===== src/rtl/mem_port_arbiter.sv =====
// Two-requester arbiter sharing one synchronous-read memory port (issue cycle, then data cycle for reads).
// Optional statistics counters are compiled in when MEM_ARB_STATS_EN is defined.
module mem_port_arbiter #(
    parameter int DATA_W     = 16,
    parameter int ADDR_W     = 16,
    parameter int PRIO0      = 0,
    parameter int STARVE_MAX = 8
) (
    input  logic              clk,
    input  logic              reset,
    input  logic              r0_req,
    input  logic              r0_we,
    input  logic [ADDR_W-1:0] r0_addr,
    input  logic [DATA_W-1:0] r0_wdata,
    output logic              r0_gnt,
    output logic              r0_rvalid,
    input  logic              r1_req,
    input  logic              r1_we,
    input  logic [ADDR_W-1:0] r1_addr,
    input  logic [DATA_W-1:0] r1_wdata,
    output logic              r1_gnt,
    output logic              r1_rvalid,
    output logic [DATA_W-1:0] rdata,
    output logic [ADDR_W-1:0] mem_addr,
    output logic [DATA_W-1:0] mem_wdata,
    output logic              mem_we,
    input  logic [DATA_W-1:0] mem_rdata
`ifdef MEM_ARB_STATS_EN
    ,
    output logic [15:0]       gnt_cnt0,
    output logic [15:0]       gnt_cnt1,
    output logic [15:0]       conflict_cnt
`endif
);

    typedef enum logic [1:0] {IDLE, ISSUE, DATA} state_t;

    localparam logic [7:0] STARVE_LIM = 8'(STARVE_MAX);

    state_t            state_reg, state_next;
    logic              owner_reg;
    logic              we_reg;
    logic [ADDR_W-1:0] addr_reg;
    logic [DATA_W-1:0] wdata_reg;
    logic              last_gnt_reg;
    logic [7:0]        starve_reg;

    logic [1:0]        req_vec, we_vec, gnt_vec, rvalid_vec, cand_vec;
    logic [ADDR_W-1:0] addr_vec [2];
    logic [DATA_W-1:0] wdata_vec [2];
    logic              arb_edge, win_any, tie_to_r1, pick1;

    assign req_vec      = {r1_req, r0_req};
    assign we_vec       = {r1_we, r0_we};
    assign addr_vec[0]  = r0_addr;
    assign addr_vec[1]  = r1_addr;
    assign wdata_vec[0] = r0_wdata;
    assign wdata_vec[1] = r1_wdata;

    // A requester holding gnt this cycle still shows its old request, so it sits out this edge.
    genvar gi;
    generate
        for (gi = 0; gi < 2; gi++) begin : g_req
            assign gnt_vec[gi]    = (state_reg == ISSUE) && (owner_reg == 1'(gi));
            assign rvalid_vec[gi] = (state_reg == DATA) && (owner_reg == 1'(gi));
            assign cand_vec[gi]   = req_vec[gi] && !gnt_vec[gi];
        end
    endgenerate

    always_comb begin
        arb_edge   = 1'b0;
        tie_to_r1  = 1'b0;
        state_next = state_reg;
        case (state_reg)
            IDLE:    arb_edge = 1'b1;
            ISSUE:   arb_edge = we_reg;
            DATA:    arb_edge = 1'b1;
            default: arb_edge = 1'b0;
        endcase
        win_any = arb_edge && (cand_vec != 2'b00);
        if (PRIO0 == 0) begin
            tie_to_r1 = !last_gnt_reg;
        end else begin
            tie_to_r1 = (starve_reg == STARVE_LIM);
        end
        pick1 = cand_vec[1] && (!cand_vec[0] || tie_to_r1);
        case (state_reg)
            IDLE:    state_next = win_any ? ISSUE : IDLE;
            ISSUE:   state_next = !we_reg ? DATA : (win_any ? ISSUE : IDLE);
            DATA:    state_next = win_any ? ISSUE : IDLE;
            default: state_next = IDLE;
        endcase
    end

    always_ff @(posedge clk) begin
        if (!reset) begin
            state_reg    <= IDLE;
            owner_reg    <= 1'b0;
            we_reg       <= 1'b0;
            addr_reg     <= '0;
            wdata_reg    <= '0;
            last_gnt_reg <= 1'b1;
            starve_reg   <= '0;
        end else begin
            state_reg <= state_next;
            if (win_any) begin
                owner_reg    <= pick1;
                we_reg       <= we_vec[pick1];
                addr_reg     <= addr_vec[pick1];
                wdata_reg    <= wdata_vec[pick1];
                last_gnt_reg <= pick1;
                if (PRIO0 != 0) begin
                    if (pick1) begin
                        starve_reg <= '0;
                    end else if (cand_vec[1]) begin
                        starve_reg <= starve_reg + 8'd1;
                    end
                end
            end
        end
    end

    assign r0_gnt    = gnt_vec[0];
    assign r1_gnt    = gnt_vec[1];
    assign r0_rvalid = rvalid_vec[0];
    assign r1_rvalid = rvalid_vec[1];
    assign mem_addr  = addr_reg;
    assign mem_wdata = wdata_reg;
    assign mem_we    = (state_reg == ISSUE) && we_reg;
    assign rdata     = (state_reg == DATA) ? mem_rdata : '0;

`ifdef MEM_ARB_STATS_EN
    always_ff @(posedge clk) begin
        if (!reset) begin
            gnt_cnt0     <= '0;
            gnt_cnt1     <= '0;
            conflict_cnt <= '0;
        end else begin
            if (gnt_vec[0]) begin
                gnt_cnt0 <= gnt_cnt0 + 16'd1;
            end
            if (gnt_vec[1]) begin
                gnt_cnt1 <= gnt_cnt1 + 16'd1;
            end
            if (arb_edge && (cand_vec == 2'b11)) begin
                conflict_cnt <= conflict_cnt + 16'd1;
            end
        end
    end
`endif

endmodule


===== config.mk =====
export PLATFORM = sky130hd
export DESIGN_NAME = mem_port_arbiter
export DESIGN_NICKNAME = d
export VERILOG_FILES = /design/src/rtl/mem_port_arbiter.sv
export SDC_FILE = /design/constraint.sdc
export NUM_CORES = 1
export LEC_CHECK = 0
export BUFFER_PORTS_ARGS = -buffer_cell sky130_fd_sc_hd__buf_2
export CAP_MARGIN = 10
export CORE_UTILIZATION = 42
export DETAILED_ROUTE_END_ITERATION = 10
export PLACE_DENSITY_LB_ADDON = 0.1
export SLEW_MARGIN = 20
export SYNTH_ARGS = -nofsm -noshare
export SYNTH_HDL_FRONTEND = slang
export SYNTH_SLANG_ARGS = --single-unit

===== constraint.sdc =====
create_clock -name clk -period 3.3 [get_ports clk]
set_input_delay 0.165 -clock clk [delete_from_list [all_inputs] [get_ports clk]]
set_output_delay 0.165 -clock clk [all_outputs]
set_load 0.05 [all_outputs]

==> results.cfg <==
[clock_tree]
cts_tree = yes
clk_pin_slew_ns = 0.07
cts_resized = 0
cts_max_level = 2
holdBufCountCts = 0
clockRootBuffer = clkbuf_8
clk_latency_ns = 0.28
post_cts_buffers = 0
cts_buffers = 5
cts_max_path_buffers = 2
clock-sinks = 37

[power_and_ir_drop]
max-vdd-ir-drop_mv = 0.333
leakagePower_nw = 1.32
power.density_nw_per_um2 = 526

[global_routing]
grt_pass1_vias = 1491
gr-total-overflow = 0
grt_start_max_net_pins = 69
grt_pass1_wl_um = 6530
track_usage_pct = 19.4
antenna_found_initial = 0

[logic_synthesis]
synth_warnings = 0
syn_nets = 276
ys.flop_type = dfxtp_1
synth-seq-area-share_pct = 42.1
postSynthAreaPerCell_sq_um = 9.26
synth_enable_flop_cells = 0
syn_area_sq_um = 1760
synthCells = 190
synth.ff_latch_count = 37
synthArstFlopShare_pct = 0
ys_types = 23

[drt]
drc_errors = 0
num_vias = 1799
wire_per_inst_um = 11.9
drt_iter0_markers = 61
drt-total-wl_um = 4430
postRouteAntennaNets = 0
first_pass_iters = 4
viasPerCell = 4.84

[worst_setup_path]
slowest_stage = buf_4
path_buf_inv = 1
startpoint_type = flip-flop
slowest_delay_ns = 0.51
worstPathArrival_ns = 2.12
cp-end-kind = flip-flop
path_max_fanout = 34
worstSetupPathType = reg2reg
path_delay_family = buffers and inverters
critical_path.cell_chain = nand2b_1 > a311oi_4 > buf_4 > mux2i_1 > a21oi_1
cp.required_ns = 3.44

[sta]
slew_headroom_pct = 50.4
rsz0062_at_grt = false
fin_crit_sh_pct = 59.9
hold_slack_ns = 0.172
worst_pin_slew_ns = 0.743
fin_setup_tns_ns = 0
fmax_mhz = 506
hold_violations = 0
slew_violations = 0
clock_skew_ns = 0.00764
min_period_ns = 1.98
setup_violations = 0

[outcome]
outcome = complete, no violations

[cells_and_area]
num-nets-final = 407
syn_to_final_growth_pct = 43.2
drive_gt1_share_pct = 46.6
layout_commonest_cell = buf_2
num_antenna_cells = 0
layout_common_cells = buf_2 (138), dfxtp_1 (37), mux2i_1 (34)

[min_path]
hold_path.class = in2reg

[die]
dieArea_sq_um = 4450
die_x_um = 66.7
ioPinCount = 139
start_util_pct = 44.0
rows = 23
floorplan.die.height_um = 66.7
core-area_sq_um = 4000

[placement]
io_buffers = 138
gp_congestion = 0.720
hpwl_um = 3170

[flow_run]
maxCapViolCount = 0
==> logic make-up after synthesis <==
| logic type | Yosys count | synth area share [%] |
|---|---|---|
| flops | 37 | 42.1 |
| buf+inv | 18 | 7.25 |
| simple gates | 31 | 10.4 |
| mux | 34 | 19.3 |
| compound gates | 70 | 20.9 |
==> worst register-to-register path, stage by stage, from the launching register on <==
cell and delay (ns):
dfxtp_1 0.45, nand2b_1 0.18, a311oi_4 0.30, buf_4 0.51, mux2i_1 0.30, a21oi_1 0.09
==> worst paths after layout <==
check                                             start                        end  slack (ns)  cells after the start
worst max register to register  state_reg[0]$_SDFF_PN0_  mem_addr[11]$_SDFFE_PN0P_        1.32                      5
worst min-delay path                        r0_wdata[1]  mem_wdata[1]$_SDFFE_PN0P_        0.17                      3
worst max-delay path            state_reg[0]$_SDFF_PN0_  mem_addr[11]$_SDFFE_PN0P_        1.32                      5
worst min register to register      we_reg$_SDFFE_PN0P_    state_reg[1]$_SDFF_PN0_        0.50                      1
==> layer usage <==
layer	vias up	wire length, um	share of wire [%]	global-route usage [%]
met4	0	18	0.41	6.65
met3	2	387	8.7	5.65
li1	932	-	-	-
met1	779	1860	42	21.8
met5	-	0	0	0
met2	86	2160	49	34.3
==> final cells by class <==
| cell class | count | area, sq um |
|---|---|---|
| Multi-Input combinational cell | 135 | 916 |
| Timing Repair Buffer | 140 | 706 |
| Clock inverter | 3 | 17.5 |
| Inverter | 2 | 7.51 |
| Sequential cell | 37 | 741 |
| Tap cell | 50 | 62.6 |
| Clock buffer | 5 | 68.8 |
| Fill cell | 362 | 1480 |
==> synth_stat cells (2+ instances only) <==
master / count / share of area, %
nand2_1: 3 / 0.64
nand2b_1: 2 / 0.71
clkbuf_1: 9 / 1.9
o21ai_0: 29 / 8.3
and2_1: 18 / 6.4
buf_2: 3 / 0.85
inv_1: 2 / 0.43
nor2_1: 3 / 0.64
a21oi_1: 33 / 9.4
mux2i_1: 34 / 19
buf_12: 3 / 3.4
o21ai_1: 4 / 1.1
dfxtp_1: 37 / 42
==> stage by stage <==
| step | std cells | power [W] | cell area (sq um) | setup WS [ns] | util [%] |
|---|---|---|---|---|---|
| 2_1_floorplan | 190 | 0.000914 | 1760 | 1.58 | - |
| 3_3_place_gp | 364 | 0.00103 | 2430 | 1.40 | 60.8 |
| 5_1_grt | 372 | 0.00140 | 2520 | 1.21 | 63.0 |
| 4_1_cts | 372 | 0.00134 | 2520 | 1.32 | 63.0 |
| 6_report | 372 | 0.00132 | 2520 | 1.32 | 63.0 |
| 3_5_place_dp | 364 | 0.00103 | 2430 | 1.35 | 60.8 |
==> where the power goes <==
group	leakage, nW	internal [W]	switching (W)
Combinational	0.970	0.000147	0.000345
Sequential	0.308	0.000503	0.0000280
Clock	0.0439	0.000146	0.000156
Note: power is estimated with default switching activity, not from simulation.
